===== src/rtl/bus_arbiter_if.sv =====
// Bundle of the arbiter's request, grant and status signals for the shared system bus.
// Latency: none, wires only.
// Backpressure: requests are held as levels until the matching grant is observed.
interface bus_arbiter_if #(
  parameter int NCH = 4
);
  logic           breq_;
  logic           bgrt_;
  logic [NCH-1:0] chreq_;
  logic [NCH-1:0] chburst;
  logic           eop_;
  logic [NCH-1:0] chgrt_;
  logic           busy;
  logic [2:0]     owner;

  // Requester side: the processor, the DMA channels and the DMA engine.
  modport master (
    output breq_, chreq_, chburst, eop_,
    input  bgrt_, chgrt_, busy, owner
  );

  // Arbiter side.
  modport slave (
    input  breq_, chreq_, chburst, eop_,
    output bgrt_, chgrt_, busy, owner
  );
endinterface


===== src/rtl/bus_arbiter.sv =====
// Hands the shared bus to the processor or one DMA channel (round-robin), with a one-cycle dead slot per hand-over.
// Latency: a request sampled at edge n is granted after edge n; a release sampled at edge n frees the bus after edge n.
// Backpressure: requesters hold their level until granted; single-mode channels are cut after MAX_TENURE cycles if others wait.
module bus_arbiter #(
  parameter int NCH        = 4,
  parameter int MAX_TENURE = 16,
  parameter int CPU_PRI    = 1
) (
  input logic          clk,
  input logic          reset_,
  bus_arbiter_if.slave bus
);
  localparam int IW = (NCH > 1) ? $clog2(NCH) : 1;
  typedef logic [IW-1:0] idx_t;
  typedef enum logic [1:0] {IDLE, CPU, DMA, TURN} state_t;
  localparam logic [7:0] TEN_LAST = 8'(MAX_TENURE - 1);

  state_t     state, state_nxt;
  idx_t       idx, rr_ptr, ch_win;
  logic [7:0] tenure;
  logic       burst;
  logic       ch_found, burst_win, take_ch;
  logic       cpu_req, own_req, others;

  assign cpu_req = !bus.breq_;

  // Round-robin pick: channels above rr_ptr first, then wrap around to 0..rr_ptr.
  always_comb begin
    ch_found  = 1'b0;
    ch_win    = '0;
    burst_win = 1'b0;
    for (int j = 0; j < NCH; j++) begin
      if (!ch_found && !bus.chreq_[j] && idx_t'(j) > rr_ptr) begin
        ch_found = 1'b1;
        ch_win   = idx_t'(j);
      end
    end
    for (int j = 0; j < NCH; j++) begin
      if (!ch_found && !bus.chreq_[j] && idx_t'(j) <= rr_ptr) begin
        ch_found = 1'b1;
        ch_win   = idx_t'(j);
      end
    end
    for (int j = 0; j < NCH; j++) begin
      if (idx_t'(j) == ch_win) burst_win = bus.chburst[j];
    end
  end

  // Owner's own request level, and whether anybody else is waiting for the bus.
  always_comb begin
    own_req = 1'b0;
    others  = cpu_req;
    for (int j = 0; j < NCH; j++) begin
      if (idx_t'(j) == idx) own_req = !bus.chreq_[j];
      else if (!bus.chreq_[j]) others = 1'b1;
    end
  end

  // Next-state: IDLE and TURN both arbitrate; owners release into the TURN dead slot.
  always_comb begin
    state_nxt = state;
    take_ch   = 1'b0;
    case (state)
      IDLE, TURN: begin
        state_nxt = IDLE;
        if (cpu_req && (CPU_PRI != 0 || !ch_found)) begin
          state_nxt = CPU;
        end else if (ch_found) begin
          state_nxt = DMA;
          take_ch   = 1'b1;
        end
      end
      CPU: if (!cpu_req) state_nxt = TURN;
      DMA: begin
        if (!own_req || !bus.eop_ || (!burst && tenure == TEN_LAST && others))
          state_nxt = TURN;
      end
      default: state_nxt = IDLE;
    endcase
  end

  // State, granted index, round-robin pointer, latched mode and saturating tenure counter.
  always_ff @(posedge clk or negedge reset_) begin
    if (!reset_) begin
      state  <= IDLE;
      idx    <= '0;
      rr_ptr <= idx_t'(NCH - 1);
      tenure <= '0;
      burst  <= 1'b0;
    end else begin
      state <= state_nxt;
      if (take_ch) begin
        idx    <= ch_win;
        rr_ptr <= ch_win;
        burst  <= burst_win;
        tenure <= '0;
      end else if (state == DMA && tenure != TEN_LAST) begin
        tenure <= tenure + 8'd1;
      end
    end
  end

  // Outputs decode straight from the state and index flops, so reset drops them immediately.
  always_comb begin
    bus.bgrt_ = (state != CPU);
    bus.busy  = (state == CPU) || (state == DMA);
    bus.owner = 3'd0;
    for (int j = 0; j < NCH; j++) begin
      bus.chgrt_[j] = !(state == DMA && idx == idx_t'(j));
    end
    if (state == CPU) bus.owner = 3'd1;
    else if (state == DMA) bus.owner = 3'd2 + 3'(idx);
  end
endmodule


===== src/flat_wrapper.sv =====
// flat-port wrapper written by rule: the top's interface ports become plain ports
module bus_arbiter_flat 
#(
  parameter int NCH        = 4,
  parameter int MAX_TENURE = 16,
  parameter int CPU_PRI    = 1
)
  (clk, reset_, bus_breq_, bus_chreq_, bus_chburst, bus_eop_, bus_bgrt_, bus_chgrt_, bus_busy, bus_owner);
  bus_arbiter_if #(.NCH(NCH)) bus_i ();
  input logic clk;
  input logic reset_;
  input wire logic [$bits(bus_i.breq_)-1:0] bus_breq_;
  input wire logic [$bits(bus_i.chreq_)-1:0] bus_chreq_;
  input wire logic [$bits(bus_i.chburst)-1:0] bus_chburst;
  input wire logic [$bits(bus_i.eop_)-1:0] bus_eop_;
  output wire logic [$bits(bus_i.bgrt_)-1:0] bus_bgrt_;
  output wire logic [$bits(bus_i.chgrt_)-1:0] bus_chgrt_;
  output wire logic [$bits(bus_i.busy)-1:0] bus_busy;
  output wire logic [$bits(bus_i.owner)-1:0] bus_owner;
  assign bus_i.breq_ = bus_breq_;
  assign bus_i.chreq_ = bus_chreq_;
  assign bus_i.chburst = bus_chburst;
  assign bus_i.eop_ = bus_eop_;
  assign bus_bgrt_ = bus_i.bgrt_;
  assign bus_chgrt_ = bus_i.chgrt_;
  assign bus_busy = bus_i.busy;
  assign bus_owner = bus_i.owner;
  bus_arbiter #(.NCH(NCH), .MAX_TENURE(MAX_TENURE), .CPU_PRI(CPU_PRI)) u_core (.clk(clk), .reset_(reset_), .bus(bus_i));
endmodule

===== config.mk =====
export PLATFORM = sky130hd
export DESIGN_NAME = bus_arbiter_flat
export DESIGN_NICKNAME = d
export VERILOG_FILES = /design/src/rtl/bus_arbiter_if.sv /design/src/rtl/bus_arbiter.sv /design/src/flat_wrapper.sv
export SDC_FILE = /design/constraint.sdc
export NUM_CORES = 1
export LEC_CHECK = 0
export ABC_AREA = 0
export CAP_MARGIN = 40
export CORE_MARGIN = 2
export CORE_UTILIZATION = 30
export DETAILED_ROUTE_END_ITERATION = 7
export PLACE_DENSITY_LB_ADDON = 0.08
export RECOVER_POWER = 50
export SLEW_MARGIN = 20
export SYNTH_ARGS = -nofsm -noshare
export SYNTH_HDL_FRONTEND = slang
export SYNTH_SLANG_ARGS = --single-unit

===== constraint.sdc =====
create_clock -name clk -period 1.5 [get_ports clk]
set_input_delay 0.225 -clock clk [delete_from_list [all_inputs] [get_ports clk]]
set_output_delay 0.225 -clock clk [all_outputs]
set_load 0.1 [all_outputs]

==> results of run 1 <==
[power by group]
group,switching (mW),leakage (nW),internal (mW),total [mW]
Combinational,1.54,0.618,1.24,2.78
Clock,0.150,0.0139,0.101,0.251
Sequential,0.107,0.186,0.547,0.654
[synthesized netlist by cell type (all sizes together)]
cell,instances
nor2,14
dfrtp,13
nand3,11
nand2,9
inv,8
mux2i,7
a21oi,4
and3,4
buf,4
xor2,4
a21o,3
ha,3
xnor2,3
a311o,2
a31oi,2
clkbuf,2
dfstp,2
nand4,2
nor3,2
o21a,2
o21ai,2
a21boi,1
a221o,1
a2bb2oi,1
a311oi,1
and2,1
nand4bb,1
nor4,1
o21ba,1
o22ai,1
o2bb2ai,1
o311ai,1
or2,1
[worst max-delay path, stage by stage, from the launching register on]
cell,delay (ps)
dfrtp_1,410
buf_6,120
ha_4,150
clkinvlp_4,100
and3_4,200
buf_12,170
[per-stage QoR]
step	setup slack [ps]	power, mW	utilization, %	TNS [ps]	cell area [sq um]
after floorplan	-256	2.28	-	-1050	1130
after global placement	-389	3.11	49.8	-4630	1660
after detailed placement	-428	3.14	49.8	-4830	1660
after CTS	-185	3.60	53.3	-1310	1780
after global routing	-239	3.88	55.0	-2140	1840
final	-171	3.68	55.0	-1150	1840
[flip-flops by register name, indices dropped and copies added, names as in the netlist]
name           flops
u_core.tenure      8
u_core.idx         2
u_core.rr_ptr      2
u_core.state       2
u_core.burst       1
[metal layers]
metal / wire (um) / share of wire [%] / track usage (%)
met1: 1220 / 46 / 18.5
met2: 1320 / 50 / 23.0
met3: 93 / 3.5 / 2.70
met4: 0 / 0 / 2.50
met5: 0 / 0 / 0
[timing repair]
action	in CTS	in global routing
gates cloned	0	0
endpoints found under the setup margin	17	21
gates resized for setup	16	10
pin swaps	12	9
hold buffers	0	0
buffers inserted	5	3
[cell families after synthesis]
group | count (synthesis) | synth area share [%]
AOI/OAI and AO/OA | 23 | 19.2
xor gates and xnor gates | 7 | 5.88
adders and majority gates | 3 | 3.60
buffers and inverters | 14 | 6.96
DFF | 15 | 36.3
muxes | 7 | 6.72
and+or+nand+nor | 46 | 21.4
[worst max-delay path by stage]
stage                                           start  slack, ps                       end  cells after the start
after detailed placement                bus_chreq_[3]       -430  u_core.burst$_DFFE_PN0P_                      6
after CTS                 u_core.state[0]$_DFFE_PN0P_       -180              bus_owner[2]                      5
after global placement                  bus_chreq_[3]       -390  u_core.burst$_DFFE_PN0P_                      6
after global routing      u_core.state[0]$_DFFE_PN0P_       -240              bus_owner[2]                      5
final                     u_core.state[0]$_DFFE_PN0P_       -170              bus_owner[2]                      5
after floorplan           u_core.state[1]$_DFFE_PN0P_       -260              bus_owner[1]                      4
[area by class of cell]
cell class / count / area (sq um) / area share, %
well taps: 46 / 57.6 / 3.13
repair buffers: 58 / 594 / 32.4
clock inverters: 1 / 7.51 / 0.409
flip-flops and latches: 15 / 379 / 20.6
inverters: 8 / 37.5 / 2.04
clock buffers: 3 / 22.5 / 1.23
multi-input cells: 86 / 738 / 40.2
==> metrics.md, run 1 <==
| Metric | Value |
|---|---|
| Status | `complete, but fails checks` |
| Failing checks | `negative setup slack` |
| Hold path startpoint | `bus_chreq_[1]` |
| R2R Path Start | `u_core.tenure[4]$_DFFE_PN0P_` |
| Initial DRC Count | `25` |
| Gr usage total | `a little over an eighth` |
| Flops & latches, synth | `15` |
| WHS | `approximately 500 ps` |
| P_leak | `approximately 0.8 nW` |
| Clk buf depth | `2` |
| DRT antenna net count | `0` |
| Area grow syn2layout | `76.2%` |
| Post-synthesis cell count | `around 120` |
| Pwr Density | `between 2000 and 2500 mW/mm^2` |
| Cell taking the most area after synthesis | `dfrtp_1` |
| Hold WC Path Type | `in2reg` |
| Netlist cell types | `38` |
| Clock Latency Late Sink | `approximately 290 ps` |
| Final setup margin | `-171 ps` |
| Final hold vios | `0` |
| Sequential share of the synthesized area | `a little over a third` |
| CP arrival | `roughly 1500 ps` |
| Tmin final | `about 1700 ps` |
| Synth Cell Area | `about 0.0010 sq mm` |
| Total CTS buffers | `3` |
| Syn avg cell area | `roughly 9 sq um` |
| Vias | `about 1000` |
| Relative slew slack | `between 30% and 40%` |
| R2r worst-path depth | `6` |
| Routed WL | `approximately 2600 um` |
| Clk pin slew, worst setup/hold paths | `about 110 ps` |
| Commonest non-fill, non-tap cells in the layout | `buf_4 (32), nor2_1 (12), dfrtp_1 (12)` |
| Post-Place Cells | `approximately 210` |
| Worst Max-Slew Pin Slew | `around 900 ps` |
| Hold Path Depth | `5` |
| CP Class | `reg2out` |
| Synth warn | `0` |
| Worst Hold Path EP | `u_core.burst$_DFFE_PN0P_` |
| Top cells by area, synth | `dfrtp_1 (31%), mux2i_1 (6.7%), nand3_1 (5.3%), dfstp_2 (5.0%), nor2_1 (5.0%)` |
| H-tree depth | `1` |
| Slew Viols, Final | `0` |
| Max-Cap Viols | `0` |
| Commonest non-fill, non-tap cell in the layout | `buf_4` |
| Largest net degree at the start of global routing | `16` |
| Num rows | `21` |
| FMAX | `between 0.5 and 0.6 GHz` |
| GP Congestion | `just over 0.8` |
| Reg-to-reg setup timing slack | `-160 ps` |
| Vert. Die Dim | `approximately 63 um` |
| Critical register-to-register path endpoint | `u_core.state[1]$_DFFE_PN0P_` |
| # setup viols final | `12` |
| Layout fillers | `311` |
| Initial antenna violation count | `0` |
| CTS tree | `yes` |
| Fin Clk Skew | `9.89 ps` |
| Wire length of the first global-routing pass | `around 4500 um` |
| CP endpoint kind | `primary output` |
| Post-Layout Cell Count | `approximately 220` |
| Nets | `187` |
| Worst endpoint required time | `between 1000 and 1500 ps` |
| RSZ-0062 raised after global routing | `true` |
| DP HPWL | `2030 um` |
| Ratio of cells with drive above 1 in the final layout | `between 40 and 50%` |
| Top-area cell type share of the netlist area | `31.2%` |
| Gr ovfl total | `0` |
| Vias in the first global route | `about 1000` |
| 1st-pass router iterations | `4` |
| Post-Syn Nets | `130` |
| Die area | `between 0.003 and 0.004 sq mm` |
| Ports | `21` |
| Sink Count | `15` |
| Routed length per instance | `12.1 um` |
| Root buffer cell | `clkbuf_4` |
| CP Launch Type | `register` |
| Final critical-path share of the clock period | `111%` |
| Die Wd | `62.9 um` |
| IO Port Bufs | `20` |
| CP max FO | `5` |
| Antenna diodes | `0` |
| Core area | `0.00334 sq mm` |
| Starting density of the core | `a little under a third` |
| Worst VDD drop | `between 0.7 and 0.8 mV` |
| Vias per inst | `around 4.7` |
| # DRC | `0` |
(Power assumes the default switching activity.)
==> inputs of run 2 (changes only) <==
--- a/config.mk
+++ b/config.mk
@@ -10,9 +10,10 @@
 export CORE_MARGIN = 2
 export CORE_UTILIZATION = 30
 export DETAILED_ROUTE_END_ITERATION = 7
-export PLACE_DENSITY_LB_ADDON = 0.08
+export PLACE_DENSITY = 0.64
 export RECOVER_POWER = 50
 export SLEW_MARGIN = 20
 export SYNTH_ARGS = -nofsm -noshare
 export SYNTH_HDL_FRONTEND = slang
 export SYNTH_SLANG_ARGS = --single-unit
+export TNS_END_PERCENT = 100
==> run 2 against run 1 <==
Net effect: the run still ends with negative setup slack left; flip-flop and latch count unchanged; global-route usage up 1.2 points; cell count grew 0.46%; combinational power rose by 7.2%; core utilization grew 1.5 points; largest cell class unchanged; worst setup slack hardly changed; count of clock-buffer cells in the layout unchanged; final area up 2.8%; non-clock buffer count up 1.
==> metrics.md, run 2 (synthesized netlist as in run 1, its figures left out) <==
| Metric | Value |
|---|---|
| Status | `complete, but fails checks` |
| Failing checks | `negative setup slack` |
| Hold WC Path Type | `in2async` |
| CP endpoint kind | `primary output` |
| Ports | `21` |
| Area grow syn2layout | `81.2%` |
| Vert. Die Dim | `about 63 um` |
| Routed WL | `approximately 2800 um` |
| Sink Count | `15` |
| IO Port Bufs | `20` |
| Core area | `roughly 0.0033 sq mm` |
| FMAX | `0.598 GHz` |
| Max-Cap Viols | `0` |
| Num rows | `21` |
| # DRC | `0` |
| H-tree depth | `1` |
| Clock Latency Late Sink | `slightly below 300 ps` |
| Combinational share of power | `roughly three quarters` |
| Placed Area | `0.00165 sq mm` |
| GP Congestion | `0.726` |
| DRT antenna net count | `0` |
| Ratio of cells with drive above 1 in the final layout | `about half` |
| Routed length per instance | `approximately 13 um` |
| DP HPWL | `roughly 2100 um` |
| Nets | `between 150 and 200` |
| Slew Viols, Final | `0` |
| Commonest non-fill, non-tap cells in the layout | `buf_4 (30), nor2_1 (13), dfrtp_1 (11)` |
| Multi-input gate area | `roughly 760 sq um` |
| Die Wd | `62.9 um` |
| Starting density of the core | `31.2%` |
| Clk buf depth | `2` |
| Layout fillers | `292` |
| Root buffer cell | `clkbuf_4` |
| Net Sw Frac | `about half` |
| Clock network fraction of design power | `5.9%` |
| Biggest register | `u_core.tenure` |
| CP arrival | `roughly 1500 ps` |
| Initial antenna violation count | `0` |
| Final setup margin | `-171 ps` |
| CP Class | `reg2out` |
| CP Launch Type | `register` |
| Vias per inst | `between 4 and 5` |
| Worst VDD drop | `roughly 0.55 mV` |
| # setup viols final | `12` |
| Number of flip-flops in the largest register | `8` |
| Worst Max-Slew Pin Slew | `approximately 430 ps` |
| Psw | `between 1.5 and 2 mW` |
| Relative slew slack | `71.3%` |
| Clk pin slew, worst setup/hold paths | `approximately 90 ps` |
| Tmin final | `around 1700 ps` |
| Power after layout | `between 3 and 4 mW` |
| Gr ovfl total | `0` |
| Total CTS buffers | `3` |
| Largest net degree at the start of global routing | `11` |
| Worst endpoint required time | `around 1300 ps` |
| CP max FO | `4` |
| P_leak | `about 0.84 nW` |
| Design area | `around 0.0019 sq mm` |
| Int Pwr | `2.01 mW` |
| CTS tree | `yes` |
| Worst-path cell chain | `buf_6, ha_4, clkinvlp_4, and3_4, buf_12` |
| Antenna diodes | `0` |
| Post-Layout Cell Count | `218` |
| Initial DRC Count | `30` |
| Wire length of the first global-routing pass | `between 4000 and 5000 um` |
| FF+latch area | `~380 sq um` |
| Die area | `around 0.0040 sq mm` |
| Commonest non-fill, non-tap cell in the layout | `buf_4` |
| Largest stage delay on the critical path | `slightly above 400 ps` |
| RSZ-0062 raised after global routing | `true` |
| Pwr Density | `slightly above 2000 mW/mm^2` |
| Setup TNS | `-1210 ps` |
| CP max-delay cell | `dfrtp_1` |
| Vias in the first global route | `approximately 1100` |
| Vias | `about 1000` |
| Final critical-path share of the clock period | `111%` |
| Seq pwr share | `17.2%` |
| Hold buffer count at CTS | `0` |
| Gr usage total | `about 15%` |
| Final hold vios | `0` |
| 1st-pass router iterations | `4` |
| Fin Clk Skew | `6.40 ps` |
| Post-Place Cells | `204` |
## run 2: worst max-delay path: cells and delay by family, from the launching register on
kind / cells / cell delay, ps
simple gates: 1 / 200
fa+ha+maj: 1 / 150
flops: 1 / 410
buf+inv: 3 / 400
## run 2: path summary, 6_finish.rpt
| kind | start | to | slack [ps] | cells after the start |
|---|---|---|---|---|
| worst max-delay path | u_core.state[0]$_DFFE_PN0P_ | bus_owner[1] | -170 | 5 |
| worst min-delay path | reset_ | u_core.tenure[3]$_DFFE_PN0P_ | 300 | 1 |
| worst max register to register | u_core.tenure[4]$_DFFE_PN0P_ | u_core.state[1]$_DFFE_PN0P_ | -110 | 5 |
| worst min register to register | u_core.rr_ptr[0]$_DFFE_PN1P_ | u_core.rr_ptr[0]$_DFFE_PN1P_ | 540 | 2 |
| max in group asynchronous | reset_ | u_core.tenure[6]$_DFFE_PN0P_ | 600 | 2 |
| min in group clk | bus_chburst[1] | u_core.burst$_DFFE_PN0P_ | 510 | 3 |
## run 2: cell type report
class                           count  area share, %
Multi-Input combinational cell     86           40.3
Timing Repair Buffer               59           32.9
Sequential cell                    15           20.1
Tap cell                           46           3.05
Inverter                            8           2.19
Clock buffer                        3           1.19
Clock inverter                      1          0.265
## run 2: stage by stage
stage	hold WS (ps)	setup WS [ps]	util, %
floorplan	-70.6	-256	-
global placement	519	-350	49.4
detailed placement	526	-400	49.4
CTS	240	-165	54.6
global route	336	-221	56.6
finish	298	-171	56.6
## run 2: routing by layer
layer | wire (um) | GRT usage, % | vias to the layer above
met5 | 0 | 0 | -
met4 | 21 | 5.00 | 0
met3 | 121 | 2.52 | 2
met2 | 1500 | 28.2 | 29
met1 | 1130 | 16.8 | 496
li1 | - | - | 521
## run 2: timing repair
action                                  4_1_cts  5_1_grt
endpoints found under the hold margin         0        0
gates resized for setup                      19       15
endpoints found under the setup margin       14       24
pin swaps                                     8       14
buffers inserted                              9        3
## run 2: power groups by stage
stage | clock [mW] | combinational [mW] | sequential (mW)
2_1_floorplan | 0 | 1.64 | 0.642
3_3_place_gp | 0 | 2.43 | 0.650
3_5_place_dp | 0 | 2.49 | 0.657
4_1_cts | 0.236 | 2.80 | 0.667
5_1_grt | 0.254 | 3.14 | 0.686
6_report | 0.231 | 2.98 | 0.669
==> inputs of run 3 (changes only) <==
--- a/config.mk
+++ b/config.mk
@@ -10,6 +10,7 @@
 export CORE_MARGIN = 2
 export CORE_UTILIZATION = 30
 export DETAILED_ROUTE_END_ITERATION = 7
+export MAX_ROUTING_LAYER = met4
 export PLACE_DENSITY = 0.64
 export RECOVER_POWER = 50
 export SLEW_MARGIN = 20
==> run 3 against run 2 <==
Net effect: the flow still finishes with violations (negative setup slack); power about the same; count of clock-buffer cells in the layout unchanged; die area unchanged; via count up 0.38%; flip-flop and latch count unchanged; combinational power about the same; hold slack better by 6.9 ps; clock power about the same; wire length down 0.18%; worst setup slack better by 4.6 ps; cell count unchanged; non-clock buffer count unchanged; largest power group unchanged; highest routed layer unchanged.
==> metrics.md, run 3 (synthesized netlist as in run 1, its figures left out) <==
| Metric | Value |
|---|---|
| Sink Count | `15` |
| 1st-pass router iterations | `4` |
| Worst VDD drop | `0.553 mV` |
| Pwr Density | `between 2000 and 2500 mW/mm^2` |
| Clock Latency Late Sink | `roughly 290 ps` |
| Vias in the first global route | `~1100` |
| Wire length of the first global-routing pass | `between 4000 and 5000 um` |
| Vias per inst | `4.83` |
| Largest net degree at the start of global routing | `11` |
| Ratio of cells with drive above 1 in the final layout | `between 50% and 60%` |
| Die Wd | `62.9 um` |
| Worst Max-Slew Pin Slew | `roughly 430 ps` |
| DP HPWL | `2120 um` |
| Nets | `around 190` |
| Initial antenna violation count | `0` |
| Vert. Die Dim | `~63 um` |
| Starting density of the core | `approximately 31%` |
| CP Launch Type | `register` |
| H-tree depth | `1` |
| IO Port Bufs | `20` |
| Final design utilization | `between 50 and 60%` |
| Total CTS buffers | `3` |
| Num rows | `21` |
| Max-Cap Viols | `0` |
| Place WS | `-400 ps` |
| CP arrival | `between 1000 and 1500 ps` |
| Clk buf depth | `2` |
| DRT antenna net count | `0` |
| Worst-path cell chain | `buf_6, ha_4, clkinvlp_4, and3_4, buf_12` |
| Gr usage total | `between 10% and 20%` |
| Relative slew slack | `roughly 71%` |
| Commonest non-fill, non-tap cell in the layout | `buf_4` |
| Ports | `21` |
| Number of flip-flops in the largest register | `8` |
| Initial DRC Count | `29` |
| Worst Path Buf+Inv | `3` |
| Core area | `0.00334 sq mm` |
| Tmin final | `roughly 1700 ps` |
| Fin Clk Skew | `4.04 ps` |
| CP endpoint kind | `primary output` |
| Slew Viols, Final | `0` |
| CTS tree | `yes` |
| RSZ-0062 raised after global routing | `true` |
| FMAX | `about 0.60 GHz` |
| Root buffer cell | `clkbuf_4` |
| Gr ovfl total | `0` |
| Final setup margin | `-166 ps` |
| Hold WC Path Type | `in2async` |
| CP max-delay cell | `dfrtp_1` |
| Vias | `1052` |
| Commonest non-fill, non-tap cells in the layout | `buf_4 (30), nor2_1 (13), dfrtp_1 (11)` |
| Worst endpoint required time | `approximately 1300 ps` |
| Clk pin slew, worst setup/hold paths | `about 90 ps` |
| CP max FO | `4` |
| Final critical-path share of the clock period | `111%` |
| Final hold vios | `0` |
| Status | `complete, but fails checks` |
| P_leak | `0.838 nW` |
| CP Class | `reg2out` |
| Biggest register | `u_core.tenure` |
| Die area | `between 0.003 and 0.004 sq mm` |
| Routed length per instance | `about 13 um` |
| Post-Place Cells | `roughly 200` |
| Post-Layout Cell Count | `218` |
| CP top delay family | `flip-flops` |
| Antenna diodes | `0` |
| # setup viols final | `12` |
| GP Congestion | `0.734` |
| Failing checks | `negative setup slack` |
| Area grow syn2layout | `81.2%` |
| Routed WL | `between 2000 and 3000 um` |
| Setup TNS | `-1180 ps` |
| Largest stage delay on the critical path | `slightly above 400 ps` |
| # DRC | `0` |
==> run 3: cell counts in the layout (fill, tap and decap cells not counted) <==
No cell type changed its count.
==> run 3: routing by layer <==
metal / track usage [%] / wire length, um / vias up
met5: - / 0 / -
met1: 16.9 / 1150 / 498
met4: 5.00 / 38 / 0
met2: 28.2 / 1480 / 28
met3: 2.34 / 113 / 4
li1: - / - / 522
==> run 3: area by class of cell <==
class	count	area, sq um
multi-input combinational	86	761
sequential	15	380
tap	46	57.6
fill	292	1450
inverter	8	41.3
clock inverter	1	5.00
timing repair buffer	59	621
clock buffer	3	22.5
==> run 3: power breakdown <==
part           leakage [nW]  internal, mW  switching (mW)
clock                0.0177        0.0991           0.131
combinational         0.636          1.36            1.62
sequential            0.185         0.550           0.119
==> run 3: worst paths after layout <==
path / from / endpoint / slack [ps] / depth (start not counted)
worst min-delay path: reset_ / u_core.tenure[3]$_DFFE_PN0P_ / 310 / 1
worst min register to register: u_core.rr_ptr[0]$_DFFE_PN1P_ / u_core.rr_ptr[0]$_DFFE_PN1P_ / 540 / 2
worst max-delay path: u_core.state[0]$_DFFE_PN0P_ / bus_owner[1] / -170 / 5
min in group clk: bus_chburst[1] / u_core.burst$_DFFE_PN0P_ / 510 / 3
worst max register to register: u_core.tenure[4]$_DFFE_PN0P_ / u_core.state[1]$_DFFE_PN0P_ / -110 / 5
max in group asynchronous: reset_ / u_core.tenure[6]$_DFFE_PN0P_ / 600 / 2
==> run 3: timing repair <==
| action | in CTS | in global routing |
|---|---|---|
| hold buffers | 0 | 0 |
| endpoints found under the hold margin | 0 | 0 |
| resized for setup | 19 | 15 |
| setup endpoints to repair | 14 | 24 |
| pin swaps | 8 | 14 |
| setup buffers | 9 | 3 |
==> run 3: per-stage QoR <==
step / cell area (sq um) / total power [mW] / hold slack [ps]
after floorplan: 1130 / 2.28 / -70.6
after global placement: 1650 / 3.08 / 519
after detailed placement: 1650 / 3.15 / 526
after CTS: 1820 / 3.70 / 240
after global routing: 1890 / 4.08 / 336
final: 1890 / 3.88 / 305
==> variant 1: new RTL, config.mk and constraints of run 2 <==
`NCH` is set to 4 in 3 places; all go to 8.
--- a/src/rtl/bus_arbiter_if.sv
+++ b/src/rtl/bus_arbiter_if.sv
@@ -2,7 +2,7 @@
 // Latency: none, wires only.
 // Backpressure: requests are held as levels until the matching grant is observed.
 interface bus_arbiter_if #(
-  parameter int NCH = 4
+  parameter int NCH = 8
 );
   logic           breq_;
   logic           bgrt_;
--- a/src/rtl/bus_arbiter.sv
+++ b/src/rtl/bus_arbiter.sv
@@ -2,7 +2,7 @@
 // Latency: a request sampled at edge n is granted after edge n; a release sampled at edge n frees the bus after edge n.
 // Backpressure: requesters hold their level until granted; single-mode channels are cut after MAX_TENURE cycles if others wait.
 module bus_arbiter #(
-  parameter int NCH        = 4,
+  parameter int NCH        = 8,
   parameter int MAX_TENURE = 16,
   parameter int CPU_PRI    = 1
 ) (
--- a/src/flat_wrapper.sv
+++ b/src/flat_wrapper.sv
@@ -1,7 +1,7 @@
 // flat-port wrapper written by rule: the top's interface ports become plain ports
 module bus_arbiter_flat 
 #(
-  parameter int NCH        = 4,
+  parameter int NCH        = 8,
   parameter int MAX_TENURE = 16,
   parameter int CPU_PRI    = 1
 )
Ports: changed (resized bus_chburst, bus_chgrt_ and bus_chreq_); port bits go from 21 to 33. The function was not compared with the original's and may differ.
==> variant 1 against run 2 <==
  * The flow still finishes with violations (negative setup slack)
  * Design area is 75% higher
  * Largest power group unchanged
  * Setup slack worse by 0.77 ns
  * Power is 74% higher
  * Area after synthesis is 62% higher
  * Wire length is 120% higher
  * Non-clock buffer count is 70 higher
  * Clock power is 49% higher
  * Via count is 96% higher
  * Synthesized cell count is 86% higher
  * Critical path type is now flop to flop
  * Fmax is 32% lower
  * Sequential cell count is 2 higher
  * Combinational power is 86% higher
  * First-iteration DRC count grew to 4.8 times the old value
==> variant 1: results (changes against run 2) <==
num_antenna_cells: 0  # unchanged
switchingPower_mw: 3.193  # +70%
cp_top_family: "simple AND/OR/NAND/NOR gates"
antenna_found_initial: 0  # unchanged
yosysSeqAreaShare: 0.2545  # -0.1081
cts_buffers: 3  # unchanged
r2r-end: "u_core.burst"
vias: 2049  # +96%
dp_cells: 375  # +84%
p_leak_nw: 1.446  # +72%
place_area_um2: 2829  # +72%
max-vdd-ir-drop_mv: 1.280  # +130%
grt.total_usage: 0.1813  # +0.03142
dp_slack_ns: -1.046  # -0.6460 ns
r2r-start: "u_core.rr_ptr[1]"
hold_class: "primary input to async pin"
n_fill_cell: 466  # +60%
first_pass_iters: 4  # unchanged
status: "complete, but fails checks"
tightestPinTransition_ns: 0.8987  # +0.4701 ns
gp_congestion: 0.8740  # +20%
h-tree-depth: 1  # unchanged
grt_max_degree: 18  # +7
synthCells: 214  # +86%
path_clk_slew_ns: 0.07  # -0.02 ns
post-dp-hpwl_mm: 4.195  # +98%
slowest_delay_ns: 0.57  # +0.16 ns
finish.net_count: 353  # +88%
routed_wirelength_mm: 5.975  # +120%
crit_slowest_cell: "dfstp_2"
postLayoutSetupSlackWorst_ns: -0.9404  # -0.7693 ns
synth_enable_flop_cells: 0  # unchanged
setup_viol: 30  # +18
clock_path_buffers: 2  # unchanged
synth_mux_area_frac: 0.05935  # -0.007880
vias_per_cell: 5.110  # +6.3%
ys_types: 61  # +61%
fin_tns_setup_ns: -13.09  # -11.88 ns
reg2reg_depth: 8  # +3
synth_top_cells_by_area: "dfrtp_1 21%, nor2_1 5.6%, nand2_1 5.3%"
synth_compound_area_frac: 0.2634  # +0.07128
violations: "negative setup slack"
fin_skew_ns: 0.0006391  # -0.005759 ns
root_buffer: "clkbuf_8"
top_regs: "u_core.tenure (8), u_core.idx (3), u_core.rr_ptr (3)"
ys_top_cells_by_count: "25 x nor2_1, 24 x nand2_1, 14 x dfrtp_1"
cp_max_fo: 5  # +1
mappedNetlistNets: 237  # +82%
synthXorXnorAreaFrac: 0.04154  # -0.01728
ys_warn_count: 0  # unchanged
numPortBuffers: 32  # +60%
synthArstFlopShare: 1.000  # unchanged
synthAdderAreaFrac: 0.02226  # -0.01376
grt_pass1_wl_mm: 9.128  # +92%
drt_iter0_drc: 143  # +380%
clk_latency_ns: 0.25  # -0.04 ns
drive_gt1_frac: 0.5228  # +0.02280
-- variant 1: worst max path at each step --
stage,from,to,depth (start not counted)
after floorplan,u_core.rr_ptr[1],u_core.burst,8
after CTS,u_core.rr_ptr[2],u_core.burst,7
after global placement,bus_chreq_[3],u_core.burst,8
after detailed placement,bus_chreq_[3],u_core.burst,8
final,u_core.rr_ptr[1],u_core.burst,8
after global routing,u_core.rr_ptr[1],u_core.burst,8
-- variant 1: power by group through the flow --
| stage | clock, mW | sequential, mW | combinational [mW] |
|---|---|---|---|
| after detailed placement | 0 | 0.876 | 4.35 |
| after global placement | 0 | 0.875 | 4.31 |
| after floorplan | 0 | 0.723 | 2.85 |
| after CTS | 0.347 | 0.853 | 5.12 |
| after global routing | 0.366 | 0.880 | 5.85 |
| final | 0.344 | 0.867 | 5.54 |
-- variant 1: final cells by class --
class	instances	area share
multi-input cells	168	0.4293
repair buffers	129	0.3843
flip-flops and latches	17	0.1305
well taps	72	0.02723
inverters	11	0.01475
clock buffers	3	0.01248
clock inverters	1	0.001513
-- variant 1: logic make-up after synthesis --
family / count (synthesis)
xor+xnor: 8
compound gates: 60
mux: 8
simple gates: 89
flops: 17
buf+inv: 29
fa+ha+maj: 3
-- variant 1: metal layers --
layer | up-vias | wire (µm) | part of all wire | track usage
met5 | - | 0 | 0 | 0
met2 | 45 | 3244 | 0.54 | 0.3373
met3 | 6 | 193 | 0.032 | 0.01364
met4 | 0 | 59 | 0.0099 | 0.05000
met1 | 987 | 2478 | 0.41 | 0.2233
li1 | 1011 | - | - | -
-- variant 1: stage by stage --
| stage | hold slack (ns) | util |
|---|---|---|
| 4_1_cts | 0.2903 | 0.5780 |
| 3_5_place_dp | 0.5649 | 0.5169 |
| 3_3_place_gp | 0.5608 | 0.5169 |
| 6_report | 0.6069 | 0.6045 |
| 5_1_grt | 0.6641 | 0.6045 |
| 2_1_floorplan | -0.07059 | - |
-- variant 1: repair_timing --
| item | 4_1_cts | 5_1_grt |
|---|---|---|
| setup endpoints to repair | 30 | 30 |
| hold buffers | 0 | 0 |
| pin swaps | 14 | 12 |
| gates resized for setup | 45 | 22 |
| buffers inserted | 16 | 8 |
==> variant 2: new RTL, config.mk and constraints of run 2 <==
Without the edit above. Re-encode `state_t` (4 states) as one-hot, 4 bits wide.
--- a/src/rtl/bus_arbiter.sv
+++ b/src/rtl/bus_arbiter.sv
@@ -12,7 +12,7 @@
 );
   localparam int IW = (NCH > 1) ? $clog2(NCH) : 1;
   typedef logic [IW-1:0] idx_t;
-  typedef enum logic [1:0] {IDLE, CPU, DMA, TURN} state_t;
+  typedef enum logic [3:0] {IDLE = 4'b0001, CPU = 4'b0010, DMA = 4'b0100, TURN = 4'b1000} state_t;
   localparam logic [7:0] TEN_LAST = 8'(MAX_TENURE - 1);
 
   state_t     state, state_nxt;
Formal check against the unedited RTL: same outputs for any inputs over 10 cycles, from zero or initial values and one cycle with reset_ low; not proved beyond that.
==> variant 2 against run 2 <==
  * Area after synthesis up 5.4%
  * Power down 18%
  * Die area up 5.1%
  * Largest cell class unchanged
  * Sequential cell count up 2
  * Wire length up 3.4%
  * Design area down 1.3%
  * Via count up 4.7%
  * The run still ends with negative setup slack left
  * Setup slack worse by 0.36 ns
  * Sequential power up 15%
==> variant 2: results (changes against run 2) <==
gp_congestion: 0.7213  # -0.59%
critPathLaunch: "u_core.state[3]"
mappedNetlistNets: 137  # +5.4%
synth_compound_area_frac: 0.1674  # -0.02465
grt_max_degree: 18  # +7
ys_types: 43  # +13%
hold_class: "flop to flop"
cp.arrival_ns: 1.81  # +0.36 ns
status: "complete, but fails checks"
fin_skew_ns: 0.003940  # -0.002458 ns
n_fill_cell: 319  # +9.2%
ys_top_cells_by_count: "21 x nor2_1, 14 x dfrtp_1, 10 x nand2_1"
grt_use_met1: 0.1570  # -0.01131
nClkBuffers: 4  # +1
wl_met2_mm: 1.586  # +5.7%
slowest_delay_ns: 0.56  # +0.15 ns
multiInputGateArea_um2: 784.5  # +3.1%
cp_top_family: "simple AND/OR/NAND/NOR gates"
endpoint: "bus_chgrt_[3]"
drt_iter0_drc: 24  # -20%
cts_num_sinks: 17  # +2
yosysSeqAreaShare: 0.3907  # +0.02812
worst_slew_margin_rel: 0.4051  # -0.3082
seqPwrFrac: 0.240  # +0.068
grt_util_met3: 0.03299  # +0.007761
p_leak_nw: 0.8237  # -1.7%
internal_power_mw: 1.759  # -12%
nNonClkInverters: 5  # -3
finish.net_count: 187  # -0.53%
setup_viol: 23  # +11
dp_slack_ns: -0.3907  # +0.009348 ns
top_layer: "met4"
synth_mux_area_frac: 0.02961  # -0.03761
synthAdderAreaFrac: 0.01139  # -0.02462
grt_pass1_vias: 1088  # +1.7%
detail_route.wl_per_cell_um: 13.12  # +2.9%
rrSetupSlack_ns: -0.29  # -0.18 ns
layout.nonclk_buf_frac: 0.2928  # -0.03588
buffers: 51  # -14%
synth_top_cells_by_area: "dfrtp_1 32%, dfstp_2 7.2%, nor2_1 7.2%"
sh_seq_area: 0.2310  # +0.02957
violations: "negative setup slack"
wl_met1_mm: 1.186  # +4.7%
postLayoutSetupSlackWorst_ns: -0.5303  # -0.3592 ns
drive_gt1_frac: 0.4566  # -0.04335
synth_area_per_cell_um2: 8.859  # -2.2%
multi_input_gates: 96  # +12%
vias: 1097  # +4.7%
grt_use_met2: 0.2656  # -0.01629
max-vdd-ir-drop_mv: 1.031  # +87%
p_comb_frac: 0.686  # -0.082
reg2reg_depth: 6  # +1
post-dp-hpwl_mm: 2.246  # +5.9%
synthXorXnorAreaFrac: 0.06378  # +0.004958
variant 2: cell types whose count changed after synthesis, moves of 3 or more:
cell and delta:
or3_1 +3, o21ai_1 +5, nand2b_1 +3, nand3_1 -7
xor2_1 +3, nor2_1 +7, mux2i_1 -6, inv_1 -3
variant 2: metrics by stage:
| step | TNS, ns | util | instances | hold WS, ns | total power, mW |
|---|---|---|---|---|---|
| final | -6.717 | 0.5454 | 219 | 0.5042 | 3.202 |
| after global routing | -8.387 | 0.5454 | 219 | 0.5310 | 3.413 |
| after CTS | -7.012 | 0.5179 | 214 | 0.2516 | 3.025 |
| after detailed placement | -6.099 | 0.4894 | 208 | 0.4852 | 2.624 |
| after global placement | -5.568 | 0.4894 | 208 | 0.4820 | 2.554 |
| after floorplan | -7.209 | - | 124 | -0.07059 | 1.984 |
variant 2: what timing repair did:
action / CTS / global route
pin swaps: 8 / 12
setup endpoints to repair: 21 / 24
hold buffers: 0 / 0
setup buffers: 2 / 5
resized for setup: 12 / 17
